[src/rtl/pc_pipe.sv]
// pc_pipe: fetch PC generator plus per-stage PC/valid tracker for the in-order
// pipeline. Supports stall (front-end hold with bubble insertion), redirect
// (new fetch target with wrong-path squash), a misaligned-target pulse and a
// retired-instruction counter. All outputs come directly from registers.
module pc_pipe #(
  parameter int unsigned     XLEN           = 32,
  parameter logic [XLEN-1:0] RESET_VECTOR   = XLEN'(32'h0100_0000),
  parameter int unsigned     STAGES         = 5,
  parameter int unsigned     STALL_DEPTH    = 2,
  parameter int unsigned     REDIRECT_STAGE = 2,
  parameter int unsigned     INC            = 4,
  parameter int unsigned     CNT_W          = 32
) (
  input  logic                     clock,
  input  logic                     reset,
  input  logic                     stall_i,
  input  logic                     redirect_i,
  input  logic [XLEN-1:0]          redirect_target_i,
  output logic [STAGES*XLEN-1:0]   pc_o,
  output logic [STAGES-1:0]        valid_o,
  output logic [XLEN-1:0]          fetch_pc_o,
  output logic                     misaligned_o,
  output logic [CNT_W-1:0]         retired_o
);

  logic [XLEN-1:0]   pc_q [STAGES];
  logic [XLEN-1:0]   pc_d [STAGES];
  logic [STAGES-1:0] valid_q;
  logic [STAGES-1:0] valid_d;

  // Next stage state: start from a plain shift, then overlay redirect squash
  // or stall hold. Redirect wins over stall, so the front end is never held
  // in a redirect cycle.
  always_comb begin
    valid_d   = valid_q;
    pc_d[0]   = pc_q[0] + XLEN'(INC);
    valid_d[0] = 1'b1;
    for (int unsigned k = 1; k < STAGES; k++) begin
      pc_d[k]    = pc_q[k-1];
      valid_d[k] = valid_q[k-1];
    end
    if (redirect_i) begin
      pc_d[0] = redirect_target_i;
      for (int unsigned k = 1; k <= REDIRECT_STAGE; k++) begin
        valid_d[k] = 1'b0;
      end
    end else if (stall_i) begin
      for (int unsigned k = 0; k < STALL_DEPTH; k++) begin
        pc_d[k]    = pc_q[k];
        valid_d[k] = valid_q[k];
      end
      valid_d[STALL_DEPTH] = 1'b0;
    end
  end

  // Stage registers, misaligned pulse and retire counter.
  always_ff @(posedge clock) begin
    if (reset) begin
      for (int unsigned k = 0; k < STAGES; k++) begin
        pc_q[k] <= RESET_VECTOR;
      end
      valid_q      <= STAGES'(1);
      misaligned_o <= 1'b0;
      retired_o    <= '0;
    end else begin
      for (int unsigned k = 0; k < STAGES; k++) begin
        pc_q[k] <= pc_d[k];
      end
      valid_q      <= valid_d;
      misaligned_o <= redirect_i & (|redirect_target_i[1:0]);
      retired_o    <= retired_o + CNT_W'(valid_q[STAGES-1]);
    end
  end

  // Flatten the stage PCs onto the output bus.
  always_comb begin
    pc_o = '0;
    for (int unsigned k = 0; k < STAGES; k++) begin
      pc_o[k*XLEN +: XLEN] = pc_q[k];
    end
  end

  assign valid_o    = valid_q;
  assign fetch_pc_o = pc_q[0];

endmodule

[config.mk]
export PLATFORM = sky130hd
export DESIGN_NAME = pc_pipe
export DESIGN_NICKNAME = d
export VERILOG_FILES = /design/src/rtl/pc_pipe.sv
export SDC_FILE = /design/constraint.sdc
export NUM_CORES = 1
export LEC_CHECK = 0
export ABC_AREA = 1
export CELL_PAD_IN_SITES_DETAIL_PLACEMENT = 0
export CELL_PAD_IN_SITES_GLOBAL_PLACEMENT = 1
export CORE_MARGIN = 2
export CORE_UTILIZATION = 35
export CTS_BUF_LIST = sky130_fd_sc_hd__clkbuf_8
export CTS_CLUSTER_SIZE = 14
export DETAILED_ROUTE_END_ITERATION = 6
export HOLD_SLACK_MARGIN = 0.06
export PLACE_DENSITY = 0.8
export SLEW_MARGIN = 20
export SYNTH_ARGS = -nofsm -noshare
export SYNTH_HDL_FRONTEND = slang
export SYNTH_SLANG_ARGS = --single-unit
[constraint.sdc]
create_clock -name clock -period 2.1 [get_ports clock]
set_input_delay 0.42 -clock clock [delete_from_list [all_inputs] [get_ports clock]]
set_output_delay 0.42 -clock clock [all_outputs]
set_load 0.03 [all_outputs]
-- Yosys cells after proc, flatten, opt, wreduce, memory -nomap -nowiden
Memory sizes are Yosys's and may differ from the RTL's.
Index checks and enable logic that the tools add are counted.
- bits in registers: 37
- memories kept: 1
- bits in writable memories: 160
- logic and storage cells: 28
- memories (memory ; depth ; bits a word ; rd ports ; clocked after Yosys merged registers in ; write ports ; line ; text):
    pc_q ; 5 ; 32 ; 5 ; 0 ; 5 ; 26 ; logic [XLEN-1:0] pc_q [STAGES];
- muxes and demuxes: 11
- bitwise gates (word level): 6
- reduce and logical (&&, ||, !) cells: 3
- add/sub/neg operators: 2
- operators with widths (cell ; number):
    two-way mux 32 bit ; 7
    two-way mux 64 bit ; 1
    adder 32 x 1 -> 32 bit ; 1
    adder 32 x 3 -> 32 bit, second input constant ; 1
    OR 1 bit ; 5
    OR reduction 2 bit ; 2
    two-way mux 1 bit ; 3
    OR reduction 3 bit ; 1
    bitwise AND 1 bit ; 1

-- Logic depth before layout (Yosys ltp)
An unclocked memory read counts as a cell.
- depth in word-level cells: 5
- mapped depth: 10
- depth with buffers taken out: 10

-- Worst setup path before layout
Ideal clock, no wire load.
- kind: reg2reg
- start point: register retired_o[0]
- end point: register retired_o[16]
- period minus slack after synthesis: 1.808 ns
- slack: 0.292 ns
- stages on the path, launching flop included: 11
- path buffers: 0
- arrival time: 1.680 ns
- path through: dfxtp_1 > ha_1 > ha_1 > nand2_1 > nor2_2 > nand2_1 > nor2_2 > inv_2 > nor2_1 > xor2_1 > nor2_1
- cells in the longest elaborated chain, start to end: 1
- ends and longest elaborated chain (item ; line ; text):
    start: declaration ; 23 ; output logic [CNT_W-1:0] retired_o
    start signal: assignment ; 71 ; retired_o <= retired_o + CNT_W'(valid_q[STAGES-1]);
    adder 32 x 1 -> 32 bit ; 71 ;
Every way passes these cells.
A chain may end at the register's enable or synchronous reset.

==> results.md <==
* Status: complete, no violations
* IO Pins at 266
* Max FO, Critical Path at 6
* Minimum clock period at 2.05 ns
* Cell taking the most area after synthesis: dfxtp_1
* Core Region at 25100 µm²
* Final std cells w/o fill at 1658
* Yosys top cell area share at 0.442
* Clk pwr share at 0.347
* Nets at 1354
* Layout cells sized above 1 at 0.0663
* Critical Path Sink Type: primary output
* Area of the multi-input gates at 3000 µm²
* Ys Warns at 0
* Reg2reg setup slack at 0.28 ns
* Syn Nets at 1252
* Initial core utilization at 0.356
* Gate Count Post-Synth at 1213
* Pre-antenna DRT Iters at 6
* CP peak stage delay at 0.71 ns
* Synthesized flop and latch total at 197
* Arr. time, crit path at 1.63 ns
* HPWL Detailed at 18.9 mm
* Total grt overflow at 0
* H-Tree Depth at 4
* Global-route usage over all layers at 0.182
* Hold buffers post-CTS at 0
* Placed Cells at 1626
* Slack of the critical path at 0.0476 ns
* Root buf cell: clkbuf_8
* GPL Wtd Cong at 0.899
* Total wire length at 24.5 mm
* Final Core Density at 0.448
* DRT iter0 DRCs at 430
* CTS sink count at 197
* Synth-to-layout area growth at 26.0%
* Worst Skew at 0.0235 ns
* Final Hold Vio Count at 0
* Commonest cells after routing, fill and taps aside: dfxtp_1, clkdlybuf4s50_1, nand2_1
* Clock buffer count from CTS at 17
* Largest net degree at the start of global routing at 116
* Max-slew violation count at 0
* Cell Area, Synth at 8930 µm²
* Worst path slowest cell: clkdlybuf4s50_1
* Post-synthesis async set-or-reset flop share at 0
* Total die area at 26800 µm²
* Power Density at 713 nW/µm²
* CTS clk-pin slew, worst paths at 0.13 ns
* Vias per cell at 4.46
* Site Rows at 58
* TNS Setup at 0 ns
* Hold crit path type: primary input to flop
* Buf/Inv on CP at 1
* Seq pwr share at 0.502
* Startpoint Class: flop
* Critical path's top delay family: buffers and inverters
* Residual DRC at 0
* Period utilization at 0.977
* Die Span X at 164 µm
* Max-slew headroom at 0.655
* Routed Antenna Nets at 0
* Final Hold Slack at 0.208 ns
* Combinational Power Share at 0.150
* Sequential share of the synthesized area at 0.442
* EDFF count, synth at 0
* FF-to-FF End: pc_q[0][30]
* Clock Path Buffers at 2
* Placement Setup Slack at 0.215 ns
* Avg Synthesized Cell Area at 7.36 µm²
* Postcts setup bufs at 0
* Fillers at 2626
* Final setup fails at 0
* Unique cell type count in the Yosys netlist at 33
* Worst-Skew Late Latency at 0.48 ns
* NetSw at 2.68 mW
* Number of global-route vias before repair at 6846
* Hold EP: pc_q[0][5]
* Maximum vdd ir drop at 0.408 mV
* Global-route wire length before repair at 37.7 mm
* Leakage at 4.57 nW
* CP Class: flop to primary output
* Fmax at 487 MHz
* Vias at 7387
* ANT cells at 0
* Pin slew with the least headroom to its limit at 0.517 ns
* CTS tree: built
* Crit-path cells: clkdlybuf4s50_1
* Reg-to-Reg Start: pc_q[0][3]
* Hold depth at 2
* Sw Ratio at 0.334
* Register Area at 3940 µm²
* IO Port Bufs at 264
* Primary FF master, synth: dfxtp_1
* Hold_sp: reset
* MaxCap Viol Count at 0
* Area contributors post-synth: dfxtp_1, buf_4, nand2_1
* Drt wl/cell at 14.8 µm
* Leading cell type in the layout, fill and taps excluded: dfxtp_1
* Reg2reg path depth at 9
* CP Data Required Time at 1.68 ns
* Die H at 164 µm
* Initial antenna violation count at 0
* Internal power at 5.34 mW
* RSZ-0062 raised after global routing: no
[layout make-up]
cell class	count	area share
repair buffers	283	0.248
well taps	330	0.0367
clock buffers	17	0.0208
flip-flops and latches	197	0.350
clock inverters	15	0.0219
multi-input cells	650	0.266
inverters	166	0.0554
[how the worst max path moves through the flow]
| stage | from | to | slack (ns) | cells past startpoint |
|---|---|---|---|---|
| floorplan | retired_o[0] | retired_o[16] | 0.29 | 10 |
| global placement | stall_i | pc_q[0][5] | 0.27 | 6 |
| detailed placement | stall_i | pc_q[0][5] | 0.22 | 6 |
| CTS | retired_o[7] | retired_o[7] | 0.001 | 1 |
| global route | pc_q[0][30] | pc_o[30] | 0.0001 | 1 |
| finish | pc_q[0][30] | pc_o[30] | 0.05 | 1 |
[power by group through the flow]
stage | sequential (mW) | clock (mW) | combinational [mW]
after floorplan | 4.09 | 0 | 0.913
after global placement | 4.12 | 0 | 1.26
after detailed placement | 4.12 | 0 | 1.27
after CTS | 4.04 | 2.88 | 1.22
after global routing | 4.06 | 3.01 | 1.29
final | 4.03 | 2.79 | 1.21
[cell families after synthesis]
family	synth area share
simple gates	0.214
buf+inv	0.223
flops	0.442
compound gates	0.105
xor+xnor	0.0128
fa+ha+maj	0.00420
other cells	0.000420
[per-stage QoR]
step	instance area, µm²	power, mW
3_5_place_dp	10800	5.39
2_1_floorplan	8930	5.00
5_1_grt	11300	8.35
6_report	11300	8.02
4_1_cts	11200	8.13
3_3_place_gp	10800	5.38
[sequential cells by signal, summed over array words and instances (netlist names)]
signal,cells
retired_o,32
pc_q,160
misaligned_o,1
valid_o,4
[what timing repair did]
| item | CTS | global route |
|---|---|---|
| endpoints found under the hold margin | 0 | 0 |
| gates resized for setup | 55 | 12 |
| endpoints found under the setup margin | 55 | 13 |
[per-layer routing]
layer,GRT usage,up-vias,part of all wire
met5,0,-,0
met4,0.0431,0,0.0075
met3,0.0273,13,0.057
met2,0.298,233,0.46
met1,0.252,3349,0.48
li1,-,3792,-
[cell usage after synthesis, types with 3 or more instances]
library cell / n
nor2_1: 170
nand3_1: 42
o21ai_0: 76
buf_2: 9
clkbuf_1: 29
buf_4: 161
nor2_4: 5
nor2_2: 13
a31oi_1: 6
nor3_1: 13
inv_2: 5
xor2_1: 11
nand4_1: 5
dfxtp_1: 197
a21oi_1: 98
nand2_1: 182
inv_1: 161
ha_1: 3
nand3b_1: 5
nand2_2: 6
(Power assumes the default switching activity.)
